[config.mk]
export PLATFORM = sky130hd
export DESIGN_NAME = mini_cpu_param
export DESIGN_NICKNAME = d
export VERILOG_FILES = /design/src/rtl/mini_cpu_param.sv
export SDC_FILE = /design/constraint.sdc
export NUM_CORES = 1
export LEC_CHECK = 0
export ABC_AREA = 1
export CORE_ASPECT_RATIO = 2
export CORE_MARGIN = 3
export CORE_UTILIZATION = 55
export DETAILED_ROUTE_END_ITERATION = 10
export PLACE_DENSITY = 0.85
export SYNTH_ARGS = -nofsm -noshare
export SYNTH_HDL_FRONTEND = slang
export SYNTH_SLANG_ARGS = --single-unit
[constraint.sdc]
create_clock -name clock -period 4.3 [get_ports clock]
set_input_delay 0.645 -clock clock [delete_from_list [all_inputs] [get_ports clock]]
set_output_delay 0.645 -clock clock [all_outputs]
set_load 0.01 [all_outputs]
[src/rtl/mini_cpu_param.sv]
// mini_cpu_param: small register-file datapath with a valid/ready instruction
// port. Most ops complete in one cycle. MUL runs a WIDTH-step shift-add
// sequence, and in_ready is held low while it runs.
//
// Ports:
//   clock      single clock; all state changes on its rising edge
//   reset      synchronous, active-high
//   in         instruction {op[3:0], dst[RA-1:0], src[RA-1:0], imm[WIDTH-1:0]}
//   in_valid   an instruction is present on in
//   in_ready   an instruction can be accepted (high only in IDLE)
//   out        result of the last completed op (registered)
//   out_valid  one-cycle pulse for each completed op
//   overflow   carry/borrow/high-product status of the last completed op
module mini_cpu_param #(
  parameter int WIDTH = 8,
  parameter int NREGS = 4,
  localparam int RA = $clog2(NREGS),
  localparam int IW = 4 + 2 * RA + WIDTH
) (
  input  logic             clock,
  input  logic             reset,
  input  logic [IW-1:0]    in,
  input  logic             in_valid,
  output logic             in_ready,
  output logic [WIDTH-1:0] out,
  output logic             out_valid,
  output logic             overflow
);

  localparam int CW = $clog2(WIDTH + 1);

  localparam logic [3:0] OP_CLR = 4'h0;
  localparam logic [3:0] OP_LDI = 4'h1;
  localparam logic [3:0] OP_MOV = 4'h2;
  localparam logic [3:0] OP_ADD = 4'h3;
  localparam logic [3:0] OP_SUB = 4'h4;
  localparam logic [3:0] OP_SHL = 4'h5;
  localparam logic [3:0] OP_SHR = 4'h6;
  localparam logic [3:0] OP_AND = 4'h7;
  localparam logic [3:0] OP_OR  = 4'h8;
  localparam logic [3:0] OP_XOR = 4'h9;
  localparam logic [3:0] OP_CMP = 4'hA;
  localparam logic [3:0] OP_MUL = 4'hB;

  typedef enum logic {IDLE, S_MUL} state_t;

  state_t state;

  logic [WIDTH-1:0]   regs [NREGS];
  logic [2*WIDTH-1:0] mul_mcand;
  logic [WIDTH-1:0]   mul_mplier;
  logic [2*WIDTH-1:0] mul_acc;
  logic [CW-1:0]      mul_count;
  logic [RA-1:0]      mul_dst;

  // Instruction fields
  logic [3:0]       op;
  logic [RA-1:0]    dst;
  logic [RA-1:0]    src;
  logic [WIDTH-1:0] imm;
  logic [WIDTH-1:0] d_val;
  logic [WIDTH-1:0] s_val;

  assign op    = in[IW-1 -: 4];
  assign dst   = in[WIDTH+2*RA-1 -: RA];
  assign src   = in[WIDTH+RA-1 -: RA];
  assign imm   = in[WIDTH-1:0];
  assign d_val = regs[dst];
  assign s_val = regs[src];

  assign in_ready = (state == IDLE);

  // Single-cycle ALU
  logic [WIDTH:0]   sum_ext;
  logic [WIDTH:0]   diff_ext;
  logic [WIDTH-1:0] alu_res;
  logic             alu_ovf;
  logic             alu_wr;
  logic             alu_done;

  assign sum_ext  = {1'b0, d_val} + {1'b0, s_val};
  assign diff_ext = {1'b0, d_val} - {1'b0, s_val};

  always_comb begin
    alu_res  = '0;
    alu_ovf  = 1'b0;
    alu_wr   = 1'b0;
    alu_done = 1'b1;
    case (op)
      OP_CLR: alu_res = '0;
      OP_LDI: begin alu_res = imm;                 alu_wr = 1'b1; end
      OP_MOV: begin alu_res = s_val;               alu_wr = 1'b1; end
      OP_ADD: begin
        alu_res = sum_ext[WIDTH-1:0];
        alu_ovf = sum_ext[WIDTH];
        alu_wr  = 1'b1;
      end
      OP_SUB: begin
        // The top bit of the extended difference is the borrow.
        alu_res = diff_ext[WIDTH-1:0];
        alu_ovf = diff_ext[WIDTH];
        alu_wr  = 1'b1;
      end
      OP_SHL: begin
        alu_res = {s_val[WIDTH-2:0], 1'b0};
        alu_ovf = s_val[WIDTH-1];
        alu_wr  = 1'b1;
      end
      OP_SHR: begin alu_res = {1'b0, s_val[WIDTH-1:1]}; alu_wr = 1'b1; end
      OP_AND: begin alu_res = d_val & s_val;       alu_wr = 1'b1; end
      OP_OR:  begin alu_res = d_val | s_val;       alu_wr = 1'b1; end
      OP_XOR: begin alu_res = d_val ^ s_val;       alu_wr = 1'b1; end
      OP_CMP: alu_res = {{(WIDTH-2){1'b0}}, (d_val > s_val), (d_val == s_val)};
      default: alu_done = 1'b0;  // MUL completes later; 1100-1111 are NOPs
    endcase
  end

  // One shift-add step. The completing step folds its own add in.
  logic [2*WIDTH-1:0] acc_next;
  assign acc_next = mul_acc + (mul_mplier[0] ? mul_mcand : '0);

  always_ff @(posedge clock) begin
    if (reset) begin
      state      <= IDLE;
      out        <= '0;
      overflow   <= 1'b0;
      out_valid  <= 1'b0;
      mul_mcand  <= '0;
      mul_mplier <= '0;
      mul_acc    <= '0;
      mul_count  <= '0;
      mul_dst    <= '0;
      for (int i = 0; i < NREGS; i++) regs[i] <= '0;
    end else begin
      out_valid <= 1'b0;
      case (state)
        IDLE: begin
          if (in_valid) begin
            if (op == OP_CLR) begin
              for (int i = 0; i < NREGS; i++) regs[i] <= '0;
            end
            if (alu_wr) regs[dst] <= alu_res;
            if (alu_done) begin
              out       <= alu_res;
              overflow  <= alu_ovf;
              out_valid <= 1'b1;
            end
            if (op == OP_MUL) begin
              state      <= S_MUL;
              mul_mcand  <= {{WIDTH{1'b0}}, d_val};
              mul_mplier <= s_val;
              mul_acc    <= '0;
              mul_count  <= CW'(WIDTH);
              mul_dst    <= dst;
            end
          end
        end
        S_MUL: begin
          mul_acc    <= acc_next;
          mul_mcand  <= {mul_mcand[2*WIDTH-2:0], 1'b0};
          mul_mplier <= {1'b0, mul_mplier[WIDTH-1:1]};
          mul_count  <= mul_count - CW'(1);
          if (mul_count == CW'(1)) begin
            regs[mul_dst] <= acc_next[WIDTH-1:0];
            out           <= acc_next[WIDTH-1:0];
            overflow      <= |acc_next[2*WIDTH-1:WIDTH];
            out_valid     <= 1'b1;
            state         <= IDLE;
          end
        end
        default: state <= IDLE;
      endcase
    end
  end

endmodule

* After elaboration in Yosys (flattened, before gate mapping)
Memories as Yosys holds them, arrays and structs flattened.
Index checks and enable logic that the tools add are counted.
** Storage, ports and cells
- Register bits :: 57
- Memory bits (writable) :: 32
- Bits of input ports :: 19
- Output and inout bits :: 11
- Memories :: 1
** Operators by class
- Add/sub/neg operators :: 4
- Magnitude comparators :: 1
- Eq/ne operators :: 17
- Muxes and demuxes :: 58
- Bitwise operators :: 8
- Reductions and logical operators :: 9
** Memories
- regs :: words 4, bits a word 8, rd ports 2, clocked after Yosys merged registers in 0, write ports 4, line 49 : logic [WIDTH-1:0] regs [NREGS];
** Operators by type and width (number)
- 8-bit 2-to-1 mux :: 11
- 16-bit 2-to-1 mux :: 5
- 8-bit case mux with 10 select lines :: 1
- 16-bit case mux with 2 select lines :: 2
- 8-bit case mux with 2 select lines :: 2
- 1-bit 2-to-1 mux :: 28
- 8-bit OR reduction :: 3
- 16-bit adder :: 1
- 4-bit by 3-bit == test with 1-bit output (second input constant) :: 4
- 4-bit == test (second input constant) :: 4
- 11-bit OR reduction :: 1
- 8-bit by 8-bit adder with 9-bit output :: 1
- 9-bit OR reduction :: 1
- 8-bit by 8-bit subtractor with 9-bit output :: 1
- 8-bit bitwise AND :: 1
- 4-bit by 1-bit == test with 1-bit output (second input constant) :: 2
- 4-bit by 2-bit == test with 1-bit output (second input constant) :: 2
- 8-bit == test :: 1
- 8-bit greater-than comparator :: 1
- 4-bit 2-to-1 mux :: 2
- 8-bit bitwise OR :: 1
- 4-bit case mux with 2 select lines :: 1
- 8-bit bitwise XOR :: 1
- 2-bit by 1-bit != test with 1-bit output (second input constant) :: 3
- other kinds (10) :: 17

* Longest topological paths before layout
- Depth in word-level cells :: 11
- Gate-level depth with buffers :: 19
- Gate-level depth less buffers :: 17

* Worst setup path before layout
No wires, ideal clock.
- Path type :: input to register
- Start point :: input in[10]
- End point :: memory regs[0][6], data pin
- Library setup time :: 257 ps
- Data arrival time :: 2825 ps
- Slack :: 1217 ps
- Stages :: 17
- Path buffers :: 2
- Cells stage by stage :: buf_2 -> clkbuf_1 -> nand2_1 -> a32oi_1 -> inv_1 -> ha_1 -> inv_1 -> fa_1 -> inv_1 -> o21ai_1 -> nand3_1 -> nand2_1 -> nand2_1 -> nand3_1 -> nand3_1 -> o21bai_2 -> nor2_1
** RTL lines
- start: declaration :: line 22 : input logic [IW-1:0] in,
- end: declaration :: line 49

==> results by stage <==
Outcome:
- The flow ran to the end, and the final reports show no timing, DRC or antenna violations.

Drt:
- The routed length per instance is 18.6 µm.
- For this run, the detailed router's first-pass iteration total came to 7.
- Using the TritonRoute via totals, the vias-per-cell ratio works out to 6.00.
- The remaining number of nets flagged by the antenna check after routing is 0.
- For this block, the via count after detailed routing is 6711.
- The total wire length after detailed routing is 20800 µm.
- For this run, design rule violations remaining after detail routing come to 0.
- The initial detailed-routing violation count is 688.

Setup path:
- The destination of the worst register-to-register timing path is regs[2][6].
- The worst setup path startpoint is in[10].
- The reg-to-reg startpoint is regs[0][0].
- STA classifies the critical path endpoint as a register.
- The classification of the worst setup path is in -> reg.
- The highest fanout seen on the critical path is 16.
- The reg2reg setup slack is 1.25 ns.
- The slowest cell on the critical path is sky130_fd_sc_hd__clkdlybuf4s50_1.
- The path depth of the worst reg2reg path is 17.
- The signal on the critical path passes through clkdlybuf4s50_1, inv_1, nand2_1, a32oi_1, inv_1, ha_1, inv_1, fa_1, inv_1, o21ai_1, nand3_1, nand2_1, nand2_1, nand3_1, nand3_1, o21bai_2, nor2_1.
- In this design, the largest share of critical-path delay is due to buffers and inverters.
- The element type at the critical path start is an input pin.
- The cell with the most instances on the worst path is sky130_fd_sc_hd__inv_1.
- The number of buffers and inverters on the critical path is 5.
- In this design, the stage delay of the slowest critical-path cell is 0.42 ns.
- For the worst setup path, the data arrival time is 3.80 ns.
- The data required time of the critical path is 4.40 ns.

Clock tree:
- The later-pin clock latency in the skew report is 0.35 ns.
- After clock tree synthesis, the repair step resized 0 gates.
- In this run the deepest clock path goes through 2 buffers.
- After clock tree synthesis, the clock-pin slew on the worst setup and hold paths is 0.07 ns.
- The root cell of the clock tree is sky130_fd_sc_hd__clkbuf_16.
- The maximum level of the CTS H-tree is 3.
- The total of hold buffers inserted after clock tree synthesis is 0.
- The number of buffers created by CTS is 9.
- The TritonCTS clock tree is built.
- The post-CTS setup repair buffer count is 0.
- Clock tree synthesis found a total of 89 sinks.

Timing:
- The shortest period the worst path allows is 3.70 ns.
- The final number of setup-violating endpoints is 0.
- The count of final max-slew check failures is 0.
- Measured against its own limit, the worst slew margin works out to 0.437.
- The number of hold violations in the final report is 0.
- The highest clock frequency the design can meet is 0.270 GHz.
- On the final layout, the worst clock skew is 0.0121 ns.
- The final total negative setup slack is 0 ns.
- The transition at the pin with the smallest max-transition slack is 0.836 ns.
- The post-route fraction of the period consumed by the critical path is 0.861.
- Setup repair after global routing left no endpoint under its margin.

Yosys:
- The area of the mapped netlist is 0.00652 mm².
- During synthesis, Yosys emitted a total of 0 warnings.
- After synthesis, the netlist uses 55 different library cells.
- The most used flip-flop cell after synthesis is sky130_fd_sc_hd__dfxtp_1.
- Counting flops with a built-in enable in the synthesized netlist gives 32.
- The share of the Yosys chip area taken by registers is 0.323.
- The synthesized instance count is 947.
- The async set-reset flop share out of synthesis is 0.
- The number of nets handed over by synthesis was 1012.
- After synthesis the netlist holds a flip-flop and latch count of 89.
- A synthesized cell averages 6.88 µm².

Placed design:
- Summing all placed instances gives a cell area of 0.00696 mm².
- At the end of routability-driven placement, the weighted congestion stood at 1.06.
- The half-perimeter wire length after detailed placement is 15500 µm.
- Buffers placed on the I/O ports in this run total 29.

Final layout:
- In the layout the commonest cells are 295 x sky130_fd_sc_hd__nand2_1, 101 x sky130_fd_sc_hd__inv_1, 86 x sky130_fd_sc_hd__nor2_1, 73 x sky130_fd_sc_hd__a21oi_1, 62 x sky130_fd_sc_hd__nand3_1.
- Relative to the synthesized area, the layout overhead comes to 11.3%.
- The sequential cell area in the final layout is 0.00210 mm².
- The post-layout net count is 1037.
- Summing all multi-input logic gate instances after layout gives 0.00382 mm².
- The library cell used most frequently in the layout, excluding fill and tap cells, is sky130_fd_sc_hd__nand2_1.
- The fraction of final layout cells sized beyond drive strength 1 is 0.0809.
- 0 antenna diodes ended up in the layout.
- Once layout is done, the placed cells without fillers occupy 0.00726 mm².
- After filler insertion, the fill cell instance count of the layout stands at 1023.

Floorplanning:
- The core area is 0.0114 mm².
- The height of the die is 160 µm.
- The number of core rows is 55.
- Measured along the x axis, the die boundary spans 83.0 µm.
- In this run the count of I/O pins placed on the die edge is 30.
- The die outline area is 0.0133 mm².
- The initial cell density of the core is 0.571.

Power and ir drop:
- The static leakage power is 3.28 nW.
- Dividing total power by cell area gives a power density of 304 mW/mm².
- The worst-case IR drop observed on VDD is 236 µV.

Worst hold path:
- The hold path depth is 2.
- The class of the most critical hold timing path is reg -> reg.
- The hold-critical path endpoint is mul_mplier[7].
- The startpoint identified for the worst hold timing path is mul_mplier[7].

Global route:
- The overall overflow remaining after global route is 0.
- The number of global-route vias before repair is 6419.
- The initial antenna violation count is 0.
- The first global-routing pass estimated 32700 µm of wire.
- In the global route stage, overall resource usage came out at 0.313.
- Entering global routing, the biggest net connects 42 pins.

Run:
- The reported max-cap violation count is 0.
worst max path at each step:
stage	endpoint	slack (ns)	cells past startpoint
3_3_place_gp	regs[2][2]	0.28	16
6_report	regs[2][6]	0.60	17
3_5_place_dp	regs[2][6]	0.30	17
4_1_cts	regs[2][6]	0.67	17
5_1_grt	regs[0][6]	0.29	17
2_1_floorplan	regs[0][6]	1.22	17
cell type report:
cell class | instances | share of cell area
flip-flops and latches | 89 | 0.290
clock buffers | 9 | 0.0310
multi-input cells | 710 | 0.526
repair buffers | 47 | 0.0586
inverters | 115 | 0.0600
clock inverters | 7 | 0.0102
well taps | 142 | 0.0245
cells in the mapped netlist (9+ instances only):
| library cell | count | area, µm² |
|---|---|---|
| sky130_fd_sc_hd__nand2_1 | 295 | 1110 |
| sky130_fd_sc_hd__edfxtp_1 | 32 | 961 |
| sky130_fd_sc_hd__inv_2 | 11 | 41.3 |
| sky130_fd_sc_hd__dfxtp_1 | 57 | 1140 |
| sky130_fd_sc_hd__nor2_1 | 86 | 323 |
| sky130_fd_sc_hd__o21ai_0 | 30 | 150 |
| sky130_fd_sc_hd__nand3_1 | 62 | 310 |
| sky130_fd_sc_hd__a221oi_1 | 9 | 78.8 |
| sky130_fd_sc_hd__clkbuf_1 | 19 | 71.3 |
| sky130_fd_sc_hd__inv_1 | 101 | 379 |
| sky130_fd_sc_hd__a21oi_1 | 73 | 365 |
| sky130_fd_sc_hd__a31oi_1 | 11 | 68.8 |
| sky130_fd_sc_hd__ha_1 | 43 | 538 |
stage by stage:
step	setup slack, ns	hold WS (ns)	total power, mW	cells	util
after detailed placement	0.299	0.455	1.41	1103	0.609
after global routing	0.290	0.486	2.28	1119	0.635
final	0.598	0.460	2.20	1119	0.635
after CTS	0.671	0.465	2.19	1119	0.635
after floorplan	1.22	0.441	1.24	947	-
after global placement	0.282	0.450	1.40	1103	0.609
sequential cells by signal, summed over array words and instances, names as in the netlist:
register	flops
mul_mplier	8
overflow	1
regs	32
mul_dst	2
mul_count	4
state	1
out_valid	1
out	8
mul_mcand	16
mul_acc	16
report_power, final:
part           switching, mW  internal (mW)
clock                  0.385          0.416
combinational          0.324          0.157
sequential            0.0192          0.904
total                  0.728           1.48
cells by family (layout without fill, tap and decap cells):
family / after synthesis / count (layout) / synth area share
AO/OA/AOI/OAI: 162 / 162 / 0.152
buffers and inverters: 148 / 178 / 0.0920
flip-flops: 89 / 89 / 0.323
XOR/XNOR: 8 / 8 / 0.0108
multiplexers: 3 / 3 / 0.00845
adder cells (fa/ha/maj): 46 / 46 / 0.0918
AND/OR/NAND/NOR: 491 / 491 / 0.323
tightest hold or removal path: stages (launching register included):
cell and delay (ns):
sky130_fd_sc_hd__dfxtp_1 0.31, sky130_fd_sc_hd__nand2_1 0.06, sky130_fd_sc_hd__a21oi_1 0.05
per-layer routing:
layer | track usage | part of all wire
met1 | 0.308 | 0.33
met2 | 0.566 | 0.52
met3 | 0.0501 | 0.063
met4 | 0.252 | 0.089
met5 | 0 | 0
(Power assumes the default switching activity.)
